**config.mk**
```make
export PLATFORM = sky130hd
export DESIGN_NAME = cla_addsub_pipe
export DESIGN_NICKNAME = d
export VERILOG_FILES = /design/src/rtl/cla_addsub_pipe.sv
export SDC_FILE = /design/constraint.sdc
export NUM_CORES = 1
export LEC_CHECK = 0
export ABC_AREA = 1
export BUFFER_PORTS_ARGS = -buffer_cell sky130_fd_sc_hd__buf_2
export CORE_AREA = 3 3 128 130
export DETAILED_ROUTE_END_ITERATION = 10
export DIE_AREA = 0 0 131 133
export PLACE_DENSITY = 0.79
export SLEW_MARGIN = 0
export SYNTH_ARGS = -nofsm -noshare
export SYNTH_HDL_FRONTEND = slang
export SYNTH_SLANG_ARGS = --single-unit
```
**constraint.sdc**
```tcl
create_clock -name clk_i -period 2.9 [get_ports clk_i]
set_clock_uncertainty 0.15 [all_clocks]
set_input_delay 0.145 -clock clk_i [delete_from_list [all_inputs] [get_ports clk_i]]
set_output_delay 0.145 -clock clk_i [all_outputs]
set_load 0.05 [all_outputs]
```
**src/rtl/cla_addsub_pipe.sv**
```systemverilog
// ============================================================================
// cla_addsub_pipe : pipelined carry-lookahead add/sub, one lookahead group per stage
// Revision 1.0
// ============================================================================
`timescale 1ns/1ps
`default_nettype none

module cla_addsub_pipe #(
  parameter int WIDTH = 32,
  parameter int BLOCK = 8
) (
  input  logic             clk_i,
  input  logic             rst_ni,
  input  logic             valid_i,
  output logic             ready_o,
  input  logic [WIDTH-1:0] a_i,
  input  logic [WIDTH-1:0] b_i,
  input  logic [1:0]       op_i,
  input  logic             cin_i,
  output logic             valid_o,
  input  logic             ready_i,
  output logic [WIDTH-1:0] sum_o,
  output logic             carry_o,
  output logic             ovf_o,
  output logic             zero_o
);

  localparam int NSTG = WIDTH / BLOCK;

  if ((WIDTH % BLOCK) != 0 || BLOCK < 1 || BLOCK > WIDTH) begin : g_param_check
    $error("cla_addsub_pipe: WIDTH must be a positive multiple of BLOCK");
  end

  logic [NSTG-1:0]            vld_q;
  logic [NSTG-1:0]            adv;
  logic [NSTG-1:0]            vin;
  logic [NSTG-1:0]            ld;
  logic [NSTG-1:0][WIDTH-1:0] a_q, b_q, sum_q;
  logic [NSTG-1:0][WIDTH-1:0] a_d, b_d, sum_d;
  logic [NSTG-1:0]            cy_q, zr_q, cy_d, zr_d;
  logic                       cm_q, cm_d;

  // Backward advance chain: a stage moves when the one after it is empty or moving.
  always_comb begin
    logic nxt;
    int   km1;
    adv = '0;
    vin = '0;
    nxt = ready_i;
    for (int k = NSTG - 1; k >= 0; k--) begin
      adv[k] = nxt | ~vld_q[k];
      nxt    = adv[k];
    end
    for (int k = 0; k < NSTG; k++) begin
      km1    = (k == 0) ? 0 : k - 1;
      vin[k] = (k == 0) ? valid_i : vld_q[km1];
    end
    ld = adv & vin;
  end

  assign ready_o = adv[0];

  always_comb begin
    logic [WIDTH-1:0] ia, ib, isum;
    logic             ic, iz, t, pp;
    logic [BLOCK-1:0] p, g, s;
    logic [BLOCK:0]   c;
    int               km1;
    a_d   = '0;
    b_d   = '0;
    sum_d = '0;
    cy_d  = '0;
    zr_d  = '0;
    cm_d  = 1'b0;
    for (int k = 0; k < NSTG; k++) begin
      km1 = (k == 0) ? 0 : k - 1;
      if (k == 0) begin
        ia   = a_i;
        ib   = op_i[0] ? ~b_i : b_i;
        ic   = op_i[1] ? cin_i : op_i[0];
        iz   = 1'b1;
        isum = '0;
      end else begin
        ia   = a_q[km1];
        ib   = b_q[km1];
        ic   = cy_q[km1];
        iz   = zr_q[km1];
        isum = sum_q[km1];
      end
      p = ia[k*BLOCK +: BLOCK] ^ ib[k*BLOCK +: BLOCK];
      g = ia[k*BLOCK +: BLOCK] & ib[k*BLOCK +: BLOCK];
      // Each carry is a flat sum of products over the group, not a ripple.
      c    = '0;
      c[0] = ic;
      for (int i = 0; i < BLOCK; i++) begin
        t  = g[i];
        pp = p[i];
        for (int j = i - 1; j >= 0; j--) begin
          t  = t | (pp & g[j]);
          pp = pp & p[j];
        end
        c[i+1] = t | (pp & ic);
      end
      s                         = p ^ c[BLOCK-1:0];
      sum_d[k]                  = isum;
      sum_d[k][k*BLOCK +: BLOCK] = s;
      a_d[k]                    = ia;
      b_d[k]                    = ib;
      cy_d[k]                   = c[BLOCK];
      zr_d[k]                   = iz & ~(|s);
      if (k == NSTG - 1) cm_d = c[BLOCK-1];
    end
  end

  always_ff @(posedge clk_i) begin
    if (!rst_ni) begin
      vld_q <= '0;
      a_q   <= '0;
      b_q   <= '0;
      sum_q <= '0;
      cy_q  <= '0;
      zr_q  <= '0;
      cm_q  <= 1'b0;
    end else begin
      for (int k = 0; k < NSTG; k++) begin
        if (adv[k]) vld_q[k] <= vin[k];
        if (ld[k]) begin
          a_q[k]   <= a_d[k];
          b_q[k]   <= b_d[k];
          sum_q[k] <= sum_d[k];
          cy_q[k]  <= cy_d[k];
          zr_q[k]  <= zr_d[k];
        end
      end
      if (ld[NSTG-1]) cm_q <= cm_d;
    end
  end

  assign valid_o = vld_q[NSTG-1];
  assign sum_o   = sum_q[NSTG-1];
  assign carry_o = cy_q[NSTG-1];
  assign ovf_o   = cm_q ^ cy_q[NSTG-1];
  assign zero_o  = zr_q[NSTG-1];

endmodule

`default_nettype wire
```
==> metrics.md <==
| Metric | Value |
|---|---|
| Vias per cell | `5.15` |
| Predominant post-synthesis flop cell | `dfxtp_1` |
| Final hold slack | `0.0123 ns` |
| Post-synth ARST share | `0%` |
| FP Rows | `45` |
| Buf+Inv Stages, Crit Path | `3` |
| Post-route ant nets | `0` |
| CTS clock-pin slew for the worst setup and hold paths | `0.06 ns` |
| Dpl cell area | `0.00946 mm^2` |
| Startpoint Class | `primary input` |
| Die width | `131 um` |
| Cells taking the most area after synthesis | `dfxtp_1 43%, nor2_1 12%, o21ai_0 8.6%` |
| Yosys top cell by area | `dfxtp_1` |
| Place WS | `0.793 ns` |
| Crit path required time | `3.11 ns` |
| # nets final | `1440` |
| First-pass GRT wire length | `34.9 mm` |
| Yosys top cell area share | `42.5%` |
| Non-Filler Instances | `1553` |
| Slew HR | `46.0%` |
| Final HPWL DP | `13.6 mm` |
| ANT cells | `0` |
| CP arrival | `2.30 ns` |
| Yosys warns | `0` |
| Worst Hold Class | `primary input to flop` |
| GR Util met3 | `5.33%` |
| Max Clk Rate | `0.479 GHz` |
| Final setup margin | `0.810 ns` |
| Global Route met1 Usage | `33.5%` |
| Met2 GRT Util | `38.5%` |
| Critical Path Max Stage Delay | `0.55 ns` |
| DRC | `0` |
| Via count | `8000` |
| WL/cell | `13.1 um` |
| Core ar. | `0.0153 mm^2` |
| Critical-path maximum fanout | `76` |
| Largest net degree at the start of global routing | `77` |
| Initial antenna violation count | `0` |
| CP endpoint kind | `flop` |
| Slowest-stage cell, CP | `buf_4` |
| Post-CTS setup buffer count | `0` |
| Routability congestion estimate | `0.883` |
| # IOs | `108` |
| Area of the multi-input gates | `0.00442 mm^2` |
| Post-synth net total | `1317` |
| Die height | `133 um` |
| Die area | `0.0174 mm^2` |
| Clock buffer depth | `2` |
| Number of H-tree levels | `4` |
| WL final | `20.4 mm` |
| Power, Total | `6.15 mW` |
| DRT Pass-1 Iters | `5` |
| Yosys cell types | `37` |
| Mean post-synth cell area | `7.38 um^2` |
| PortBufs | `107` |
| Clk root buf | `clkbuf_16` |
| Fillers | `1274` |
| Fraction of layout cells with a size suffix above 1 | `13.0%` |
| Worst Max-Slew Pin Slew | `0.808 ns` |
| Gate Count Post-Synth | `1206` |
| Worst VDD drop | `0.467 mV` |
| Syn Std Cell Area | `0.00890 mm^2` |
| Most frequent cells in the layout | `290 x nor2_1, 189 x dfxtp_1, 153 x o21ai_0` |
| Starting Density | `58.3%` |
| Global route overflow | `0` |
| Clock sinks | `189` |
| Register area | `0.00378 mm^2` |
| Power per cell area | `583 mW/mm^2` |
| Final Hold Viols | `0` |
| DP Cell Count | `1471` |
| Worst path cell trace | `dlygate4sd3_1, buf_2, nor2_2, nand3_2, nor2_4, nor2_4, buf_4, nand2_1, nor2_1, nand3_1, nor2_1, nand2_1, a21oi_2` |
| Clock latency on the worst-skew pair | `0.43 ns` |
| Setup Viol. Count Final | `0` |
| Cell area after layout | `0.0106 mm^2` |
| Final Max Tran Viols | `0` |
| Period utilization | `72.1%` |
| Number of synthesized flops with an enable pin | `0` |
| GRT busiest layer | `met2` |
| CTS tree | `yes` |
| Resized Gates After CTS | `0` |
| Worst path top cell family by delay | `buffers and inverters` |
| Leak pwr | `4.90 nW` |
| Vias in the first global route | `7533` |
| Most common cell after layout, fill and taps aside | `nor2_1` |
| Area growth from synthesis to layout | `18.7%` |
| Fin util | `69.2%` |
| Max-Cap Viols | `0` |
| Fin Setup TNS | `0 ns` |
| Critical path type | `primary input to flop` |
| CTS buffer count | `17` |
| GRT Util Overall | `24.3%` |
| Post-synthesis sequential area ratio | `42.5%` |
| Min cycle time layout | `2.09 ns` |
| Yosys reg bits | `189` |
| Status | `completed` |
| RSZ-0062 raised after global routing | `false` |
| Initial detailed-routing violation count | `397` |
## repair_timing
| action | in CTS | in global routing |
|---|---|---|
| hold endpoints to repair | 52 | 0 |
| endpoints found under the setup margin | 0 | 0 |
| hold buffers | 50 | 0 |
## path summary, 6_finish.rpt
kind	cells past startpoint	slack [ns]	start	end
max reg2reg	12	0.82	vld_q[3]$_SDFFE_PN0P_	zr_q[0]$_SDFFE_PN0P_
min	4	0.01	a_i[7]	cy_q[0]$_SDFFE_PN0P_
min reg2reg	2	0.31	sum_d[39]$_SDFFE_PN0P_	sum_d[71]$_SDFFE_PN0P_
max	13	0.81	ready_i	zr_q[0]$_SDFFE_PN0P_
## per-layer routing
metal / up-vias / wire (um) / share of wire [%]
met3: 23 / 943 / 4.6
met4: 0 / 251 / 1.2
met1: 3636 / 9880 / 48
li1: 4147 / - / -
met5: - / 0 / 0
met2: 194 / 9350 / 46
## synthesized netlist by cell type (all sizes together), types with 3 or more instances
master / instances
a21oi: 57
xnor2: 24
inv: 105
o21ai: 161
xor2: 15
ha: 36
nand3b: 3
o21a: 3
nand2: 146
clkbuf: 33
nand3: 50
nand4: 11
dfxtp: 189
o21bai: 6
fa: 4
nor2: 298
o211ai: 11
buf: 29
a211oi: 15
nor3: 5
## worst register-to-register path, delay by kind of cell, from the launching register on
kind,cells,cell delay (ns)
flip-flops,1,0.32
AO/OA/AOI/OAI,1,0.11
buffers and inverters,2,0.61
AND/OR/NAND/NOR,9,0.83
## power by group
part	internal, mW	switching [mW]
Clock	1.38	0.957
Combinational	0.366	0.605
Sequential	2.75	0.0878
Total	4.50	1.65
## sequential cells by signal (all words and copies together), names as in the netlist
| name | flops |
|---|---|
| a_d | 48 |
| sum_o | 32 |
| sum_d | 48 |
| cm_q | 1 |
| b_d | 48 |
| cy_q | 4 |
| zr_q | 4 |
| vld_q | 4 |
## layout make-up
type,count,area share (%)
well taps,211,2.50
repair buffers,166,10.5
flip-flops and latches,189,35.8
clock inverters,10,1.32
multi-input cells,850,41.8
clock buffers,22,4.30
inverters,105,3.73
## cell families after synthesis
family | Yosys count | synth area share [%]
simple gates | 514 | 23.9
compound gates | 257 | 15.9
flops | 189 | 42.5
buf+inv | 167 | 7.83
fa+ha+maj | 40 | 5.96
xor+xnor | 39 | 3.84
Power figures use the tool's default switching activity.
